==> config.mk <==
export PLATFORM = sky130hd
export DESIGN_NAME = alu_seq
export DESIGN_NICKNAME = d
export VERILOG_FILES = /design/src/rtl/alu_pkg.sv /design/src/rtl/alu_seq_decode.sv /design/src/rtl/alu_seq.sv
export SDC_FILE = /design/constraint.sdc
export NUM_CORES = 1
export LEC_CHECK = 0
export BUFFER_PORTS_ARGS = -buffer_cell sky130_fd_sc_hd__buf_2
export CORE_MARGIN = 8
export CORE_UTILIZATION = 25
export CTS_CLUSTER_SIZE = 20
export DETAILED_ROUTE_END_ITERATION = 10
export PLACE_DENSITY = 0.53
export SYNTH_ARGS = -nofsm -noshare
export SYNTH_HDL_FRONTEND = slang
export SYNTH_HIERARCHICAL = 1
export SYNTH_SLANG_ARGS = --single-unit
export TNS_END_PERCENT = 5
==> constraint.sdc <==
create_clock -name i_clk -period 3.2 [get_ports i_clk]
set_clock_uncertainty 0.05 [all_clocks]
set_input_delay 0.16 -clock i_clk [delete_from_list [all_inputs] [get_ports i_clk]]
set_output_delay 0.16 -clock i_clk [all_outputs]
set_load 0.01 [all_outputs]
==> src/rtl/alu_pkg.sv <==
// rtl/alu_pkg.sv - shared op codes, ALU control encodings, bus selects and sequencer states
package alu_pkg;

   localparam logic [2:0] OP_ADD = 3'b000;
   localparam logic [2:0] OP_SUB = 3'b001;
   localparam logic [2:0] OP_AND = 3'b010;
   localparam logic [2:0] OP_XOR = 3'b011;
   localparam logic [2:0] OP_SHR = 3'b100;
   localparam logic [2:0] OP_SHL = 3'b101;
   localparam logic [2:0] OP_CMP = 3'b110;
   localparam logic [2:0] OP_NOP = 3'b111;

   localparam logic [1:0] ALUOP_ADD   = 2'b00;
   localparam logic [1:0] ALUOP_AND   = 2'b01;
   localparam logic [1:0] ALUOP_XOR   = 2'b10;
   localparam logic [1:0] ALUOP_SHIFT = 2'b11;

   localparam logic [1:0] BUS_NONE = 2'b00;
   localparam logic [1:0] BUS_A    = 2'b01;
   localparam logic [1:0] BUS_B    = 2'b10;
   localparam logic [1:0] BUS_Y    = 2'b11;

   typedef enum logic [2:0] {
      ST_IDLE,
      ST_LOAD_A,
      ST_EXEC,
      ST_DRIVE,
      ST_DONE
   } seqState_t;

endpackage

==> src/rtl/alu_seq_decode.sv <==
// rtl/alu_seq_decode.sv - maps an op code to ALU sub/op controls and whether the result is driven
import alu_pkg::*;

module alu_seq_decode (
   input  logic [2:0] op,
   output logic       sub,
   output logic [1:0] aluOp,
   output logic       writesResult
);

   always_comb begin
      sub          = 1'b0;
      aluOp        = ALUOP_ADD;
      writesResult = 1'b1;
      case (op)
         OP_ADD: begin sub = 1'b0; aluOp = ALUOP_ADD;   end
         OP_SUB: begin sub = 1'b1; aluOp = ALUOP_ADD;   end
         OP_AND: begin sub = 1'b0; aluOp = ALUOP_AND;   end
         OP_XOR: begin sub = 1'b0; aluOp = ALUOP_XOR;   end
         OP_SHR: begin sub = 1'b0; aluOp = ALUOP_SHIFT; end
         OP_SHL: begin sub = 1'b1; aluOp = ALUOP_SHIFT; end
         // CMP only updates flags; its result never reaches the bus
         OP_CMP: begin sub = 1'b1; aluOp = ALUOP_ADD; writesResult = 1'b0; end
         default: begin sub = 1'b0; aluOp = ALUOP_ADD; writesResult = 1'b0; end
      endcase
   end

endmodule

==> src/rtl/alu_seq.sv <==
// rtl/alu_seq.sv - operand/control sequencer for the 8-bit ALU with bus wait states and timeout
import alu_pkg::*;

module alu_seq #(
   parameter int TIMEOUT = 15
) (
   input  logic       i_clk,
   input  logic       i_reset,
   input  logic       i_start,
   input  logic [2:0] i_op,
   input  logic [7:0] i_bus,
   input  logic       i_busValid,
   output logic [1:0] o_busReq,
   output logic [7:0] o_a,
   output logic       o_ctrlAluYNWE,
   output logic       o_ctrlAluNOE,
   output logic       o_ctrlAluSub,
   output logic [1:0] o_ctrlAluOp,
   output logic       o_busy,
   output logic       o_done,
   output logic       o_error
);

   localparam logic [7:0] WAIT_LAST = 8'(TIMEOUT - 1);

   seqState_t  state;
   logic [2:0] opReg;
   logic [7:0] waitCnt;

   logic [2:0] decIn;
   logic       decSub;
   logic [1:0] decAluOp;
   logic       decWrites;

   // In IDLE the incoming op is decoded so Sub/Op are valid from the first busy cycle
   assign decIn = (state == ST_IDLE) ? i_op : opReg;

   alu_seq_decode u_decode (
      .op           (decIn),
      .sub          (decSub),
      .aluOp        (decAluOp),
      .writesResult (decWrites)
   );

   // The ALU must capture on the same edge the B operand is valid, so this strobe is combinational
   assign o_ctrlAluYNWE = !((state == ST_EXEC) && i_busValid);

   always_ff @(posedge i_clk) begin
      if (i_reset) begin
         state        <= ST_IDLE;
         opReg        <= OP_ADD;
         waitCnt      <= 8'd0;
         o_a          <= 8'd0;
         o_busReq     <= BUS_NONE;
         o_ctrlAluNOE <= 1'b1;
         o_ctrlAluSub <= 1'b0;
         o_ctrlAluOp  <= ALUOP_ADD;
         o_busy       <= 1'b0;
         o_done       <= 1'b0;
         o_error      <= 1'b0;
      end else begin
         o_done  <= 1'b0;
         o_error <= 1'b0;
         case (state)
            ST_IDLE: begin
               if (i_start) begin
                  opReg        <= i_op;
                  waitCnt      <= 8'd0;
                  o_busy       <= 1'b1;
                  o_ctrlAluSub <= decSub;
                  o_ctrlAluOp  <= decAluOp;
                  if (i_op == OP_NOP) begin
                     state    <= ST_DONE;
                     o_busReq <= BUS_NONE;
                     o_done   <= 1'b1;
                  end else begin
                     state    <= ST_LOAD_A;
                     o_busReq <= BUS_A;
                  end
               end
            end
            ST_LOAD_A: begin
               if (i_busValid) begin
                  o_a      <= i_bus;
                  waitCnt  <= 8'd0;
                  state    <= ST_EXEC;
                  o_busReq <= BUS_B;
               end else if (waitCnt == WAIT_LAST) begin
                  waitCnt  <= waitCnt + 8'd1;
                  state    <= ST_DONE;
                  o_busReq <= BUS_NONE;
                  o_done   <= 1'b1;
                  o_error  <= 1'b1;
               end else begin
                  waitCnt <= waitCnt + 8'd1;
               end
            end
            ST_EXEC: begin
               if (i_busValid) begin
                  if (decWrites) begin
                     state        <= ST_DRIVE;
                     o_busReq     <= BUS_Y;
                     o_ctrlAluNOE <= 1'b0;
                  end else begin
                     state    <= ST_DONE;
                     o_busReq <= BUS_NONE;
                     o_done   <= 1'b1;
                  end
               end else if (waitCnt == WAIT_LAST) begin
                  waitCnt  <= waitCnt + 8'd1;
                  state    <= ST_DONE;
                  o_busReq <= BUS_NONE;
                  o_done   <= 1'b1;
                  o_error  <= 1'b1;
               end else begin
                  waitCnt <= waitCnt + 8'd1;
               end
            end
            ST_DRIVE: begin
               state        <= ST_DONE;
               o_busReq     <= BUS_NONE;
               o_ctrlAluNOE <= 1'b1;
               o_done       <= 1'b1;
            end
            ST_DONE: begin
               state        <= ST_IDLE;
               o_busReq     <= BUS_NONE;
               o_busy       <= 1'b0;
               o_ctrlAluSub <= 1'b0;
               o_ctrlAluOp  <= ALUOP_ADD;
            end
            default: begin
               state        <= ST_IDLE;
               o_busReq     <= BUS_NONE;
               o_ctrlAluNOE <= 1'b1;
               o_busy       <= 1'b0;
               o_ctrlAluSub <= 1'b0;
               o_ctrlAluOp  <= ALUOP_ADD;
            end
         endcase
      end
   end

endmodule

# Yosys cells after proc, flatten, opt, wreduce, memory -nomap -nowiden

Index checks and enable logic that the tools add are counted.

Register bits after elaboration: 31

$add $sub $neg: 1
Equality and inequality tests: 16
Multiplexer cells: 38
Bitwise operators: 3
Reduce and logical (&&, ||, !) cells: 17

Operators with widths:

| cell                  | number |
|---|---|
| $mux W8               | 3 |
| $pmux W8 S3           | 1 |
| $mux W3               | 7 |
| $eq A3 B3 Y1 const B  | 5 |
| $mux W1               | 13 |
| $eq A3 B2 Y1 const B  | 4 |
| $mux W2               | 6 |
| $pmux W2 S3           | 2 |
| $pmux W3 S4           | 1 |
| $reduce_or A3 Y1      | 3 |
| $add A8 B1 Y8 const B | 1 |
| $eq A8 B4 Y1 const B  | 1 |
| $ne A2 B2 Y1 const B  | 4 |
| $eq A3 B1 Y1 const B  | 2 |
| $logic_not A3 Y1      | 2 |
| $pmux W1 S2           | 3 |
| $reduce_and A2 Y1     | 3 |
| $reduce_and A3 Y1     | 2 |
| $reduce_or A2 Y1      | 3 |
| $reduce_or A6 Y1      | 1 |
| $pmux W1 S4           | 1 |
| $pmux W2 S2           | 1 |
| $not A1 Y1            | 3 |
| $reduce_bool A3 Y1    | 1 |
| other kinds (2)       | 2 |

# Longest topological paths before layout

Word-level depth: 8
Gate-level depth with buffers: 9
Depth with buffers taken out: 8

# Cells and area by module

Netlist, hierarchy kept.

Modules (own cells, without submodules):

| module         | times used | cells each | area each (um2) |
|---|---|---|---|
| alu_seq        | 1          | 165        | 1472.7 |
| alu_seq_decode | 1          | 10         | 81.3 |

# Worst setup path after synthesis

Ideal clock, no wire load.

Kind: reg2reg
From: register state[0]
To: register o_busReq[0]
Library setup time: 0.114 ns
Arrival: 2.078 ns
Setup slack: 0.957 ns
Stages on the path, launching flop included: 10
Buffers on the path: 1
Clock period less this slack: 2.243 ns
Path through: dfxtp_1 buf_2 nor3_2 mux2_2 ha_1 inv_1 mux2i_1 o22ai_1 a22oi_1 a2111oi_0

Word-level cells in the longest chain between the ends: 8

Ends and longest elaborated chain:

| item                                 | line                 | source |
|---|---|---|
| start, declared                      | alu_seq.sv:26        | `seqState_t state;` |
| start signal, assigned               | alu_seq.sv:50        | `state <= ST_IDLE;` |
| start signal, assigned               | alu_seq.sv:73        | `state <= ST_DONE;` |
| start signal, assigned               | alu_seq.sv:77        | `state <= ST_LOAD_A;` |
| $logic_not A3 Y1 (*)                 | alu_seq.sv:36        | `assign decIn = (state == ST_IDLE) ? i_op : opReg;` |
| $mux W3 (*)                          | alu_seq.sv:36        |  |
| via decIn[1]                         | alu_seq.sv:30        | `logic [2:0] decIn;` |
| $eq A3 B1 Y1 (tied with other cells) | alu_seq_decode.sv:15 | `case (op)` |
| $reduce_or A6 Y1 (no line) (*)       | -                    |  |
| $mux W1 (*)                          | alu_seq_decode.sv:15 |  |
| via decWrites                        | alu_seq.sv:33        | `logic decWrites;` |
| $mux W2 (*)                          | alu_seq.sv:100       | `if (decWrites) begin` |
| $mux W2 (*)                          | alu_seq.sv:99        | `if (i_busValid) begin` |
| $pmux W2 S3 (*)                      | alu_seq.sv:64        | `case (state)` |
| end signal, assigned                 | alu_seq.sv:74        | `o_busReq <= BUS_NONE;` |
| end signal, assigned                 | alu_seq.sv:102       | `o_busReq <= BUS_Y;` |
| end signal, assigned                 | alu_seq.sv:106       | `o_busReq <= BUS_NONE;` |
| end, declared                        | alu_seq.sv:13        | `output logic [1:0] o_busReq,` |

The timed path passes the listed nets; every way through them passes the cells marked *.
A chain may end at the register's enable or synchronous reset.

# Worst setup path after layout

From: register state[2]
To: register o_busReq[0]

The elaborated chain is that of the path after synthesis.

==> metrics.md <==
| Metric | Value |
|---|---|
| Outcome | `finished, final reports clean` |
| Worst hold-check path type | `in2reg` |
| P_int | `roughly 0.00065 W` |
| Routed vias | `1361` |
| Reg2reg setup slack | `about 0.9 ns` |
| Row Count | `28` |
| CP cell instances | `nor3_2 > buf_4 > mux2_2 > ha_1 > inv_1 > mux2i_1 > o22ai_1 > a22oi_1 > a2111oi_0` |
| CP max stage cell | `dfxtp_1` |
| Placeable Area | `slightly below 6000 sq um` |
| Share of layout cells above drive strength 1 | `0.237` |
| EDFF count, synth | `0` |
| Slew @ Worst Pin | `a little over 0.8 ns` |
| Setup total negative slack | `0 ns` |
| Clk pwr share | `0.342` |
| Initial antenna violation count | `0` |
| Mapped Nets | `about 190` |
| Die X | `between 90 and 100 um` |
| CP arrival | `roughly 2.4 ns` |
| Delay-heaviest family, CP | `compound AO/OA/AOI/OAI gates` |
| Cts hold-fix bufs | `0` |
| Leak Pwr | `between 0.7 and 0.8 nW` |
| CP endpoint kind | `flip-flop` |
| Crit-path max FO | `13` |
| Setup crit start kind | `flip-flop` |
| Overflow after GRT | `0` |
| Max-Cap Viols | `0` |
| Final Wtd Congestion | `~0.85` |
| Fillcell total | `approximately 640` |
| Remaining DRCs | `0` |
| Primary FF master, synth | `dfxtp_1` |
| Total power | `about 0.0009 W` |
| Worst-skew pair later-pin latency | `approximately 0.28 ns` |
| Cell Area, Synth | `between 1500 and 2000 sq um` |
| Clock sink total | `31` |
| Net Sw Power | `0.000246 W` |
| N_diodes | `0` |
| Cell variety after synth | `44` |
| VDD IR max | `0.000230 V` |
| Via density | `about 4.8` |
| Final Cycle Share | `0.714` |
| Post-CTS sizing | `0` |
| CP required | `approximately 3.3 ns` |
| Max stage delay on crit path | `about 0.45 ns` |
| Finished Layout Cells | `282` |
| Initial core utilization | `0.261` |
| Port bufs | `32` |
| Io pins | `33` |
| Final setup vio count | `0` |
| Clock Tree Root | `clkbuf_8` |
| YS warnings | `6` |
| Dpl cells | `275` |
| First-pass GRT wire length | `5.98 mm` |
| Largest net degree at the start of global routing | `19` |
| Max-slew violation count | `0` |
| Slew headroom | `0.450` |
| Syn avg cell area | `between 8 and 9 sq um` |
| Area growth, synth to finish | `20.3%` |
| RSZ-0062 raised after global routing | `no` |
| Sequential power share | `0.476` |
| Post-DRT Antenna Nets | `0` |
| CP Buf/Inv Count | `2` |
| Max Freq | `between 400 and 500 MHz` |
| Cell accounting for the most synthesized area | `dfxtp_1` |
| H-Tree Depth | `2` |
| Postcts setup bufs | `0` |
| Post-synth ARST share | `0` |
| Post-DP HPWL | `2.71 mm` |
| Hold Vio Cnt, Final | `0` |
| Routed len/inst | `12.9 um` |
| Starting DRT DRC Count | `a little under 90` |
| Number of global-route vias before repair | `between 1000 and 1500` |
| Clock Pin Slew Worst Setup and Hold Paths | `0.06 ns` |
| Pwr dens | `approximately 480 nW/um^2` |
| Number of buffers created by CTS | `5` |
| Worst Path Class, Setup | `reg2reg` |
| Largest cells by area after synthesis | `dfxtp_1 40%, mux2i_1 9.0%, nor2_1 4.3%, nand2_1 3.4%, ha_1 3.2%` |
| Final WL | `between 3 and 4 mm` |
| Die footprint | `about 9000 sq um` |
| Seq/Total Area, Yosys | `0.399` |
| Combinational fraction of design power | `0.182` |
| Sw Ratio | `0.276` |
| GRT Util Overall | `0.0830` |
| First-pass DRT Iterations | `4` |
| Final min period | `2.29 ns` |
| Die Height | `approximately 95 um` |
| Syn Inst Count | `around 180` |
| CTS tree | `done` |
| Flop and latch count out of synthesis | `31` |
| Worst-case clock buffer depth | `2` |
| # nets final | `between 200 and 250` |
| Share of the synthesized area in the top cell type | `0.399` |
==> flip-flops by register name, summed over array words and instances, names as in the netlist <==
signal,count
o_busy,1
o_busReq,2
o_done,1
o_ctrlAluOp,2
o_error,1
o_ctrlAluSub,1
waitCnt,8
o_a,8
o_ctrlAluNOE,1
state,3
opReg,3
==> metal layers <==
| metal | wire (um) | vias to the layer above | global-route usage | part of all wire |
|---|---|---|---|---|
| met1 | 1810 | 629 | 0.0984 | 0.50 |
| met5 | 0 | - | 0 | 0 |
| met4 | 55 | 0 | 0.0390 | 0.015 |
| met2 | 1640 | 27 | 0.134 | 0.45 |
| met3 | 140 | 5 | 0.0254 | 0.038 |
| li1 | - | 700 | - | - |
==> path summary, 6_finish.rpt <==
check           start           to  cells past startpoint
max          state[2]  o_busReq[0]                      9
min          i_bus[5]       o_a[5]                      3
max reg2reg  state[2]  o_busReq[0]                      9
min reg2reg  opReg[0]     opReg[0]                      2
==> metrics by stage <==
step / worst slack [ns] / hold WS [ns] / utilization / instance area [sq um]
2_1_floorplan: 0.957 / 0.257 / - / 1550
6_report: 0.914 / 0.0643 / 0.314 / 1870
3_3_place_gp: 0.977 / 0.346 / 0.299 / 1780
5_1_grt: 0.717 / 0.0634 / 0.314 / 1870
4_1_cts: 0.905 / 0.0571 / 0.314 / 1870
3_5_place_dp: 0.944 / 0.360 / 0.299 / 1780
==> layout by cell type (no fill, tap or decap), types with 3 or more instances in the layout <==
cell type	synthesis	layout
buf_2	2	32
dfxtp_1	31	31
nor2_1	18	18
nand2_1	14	14
mux2i_1	14	14
a21oi_1	9	9
nand3_1	7	7
inv_1	6	6
nand2b_1	6	6
clkbuf_8	0	6
or4_1	5	5
o21ai_0	5	5
nor4_1	4	4
ha_1	4	4
mux2_2	3	3
a31oi_1	3	3
or3_1	3	3
o31ai_1	3	3
xnor2_1	3	3
==> logic make-up after synthesis <==
kind of cell               count (synthesis)  share of synthesized area
and+or+nand+nor                           72                      0.258
buffers and inverters                     15                     0.0386
DFF                                       31                      0.399
xor gates and xnor gates                   3                     0.0169
muxes                                     17                      0.112
adders and majority gates                  5                     0.0386
AOI/OAI and AO/OA                         32                      0.137
==> final cells by class <==
class	instances	area, sq um	share of cell area
clock buffer	6	82.6	0.0442
timing repair buffer	33	168	0.0897
inverter	7	26.3	0.0141
multi-input combinational	129	873	0.467
tap	75	93.8	0.0502
clock inverter	1	5.00	0.00268
sequential	31	621	0.332
==> worst register-to-register path, cell delays in order (launching register included) <==
cell	delay, ns
dfxtp_1	0.45
nor3_2	0.23
buf_4	0.19
mux2_2	0.40
ha_1	0.21
inv_1	0.09
mux2i_1	0.08
o22ai_1	0.13
a22oi_1	0.11
a2111oi_0	0.25
==> cells in the mapped netlist (2+ instances only) <==
cell	count
a21oi_1	9
a31oi_1	3
and4_1	2
buf_2	2
clkbuf_1	4
dfxtp_1	31
ha_1	4
inv_1	6
mux2_2	3
mux2i_1	14
nand2_1	14
nand2b_1	6
nand3_1	7
nand4b_1	2
nor2_1	18
nor2b_1	2
nor3_2	2
nor4_1	4
o21a_1	2
o21ai_0	5
o22ai_1	2
o31ai_1	3
or3_1	3
or4_1	5
xnor2_1	3
==> power by group through the flow <==
stage	Sequential, W	Clock [W]	Combinational, W
4_1_cts	0.000425	0.000320	0.000165
2_1_floorplan	0.000432	0	0.000117
6_report	0.000425	0.000305	0.000162
5_1_grt	0.000428	0.000331	0.000183
3_5_place_dp	0.000434	0	0.000164
3_3_place_gp	0.000434	0	0.000162
No activity file was read; power rests on OpenSTA's default activity.
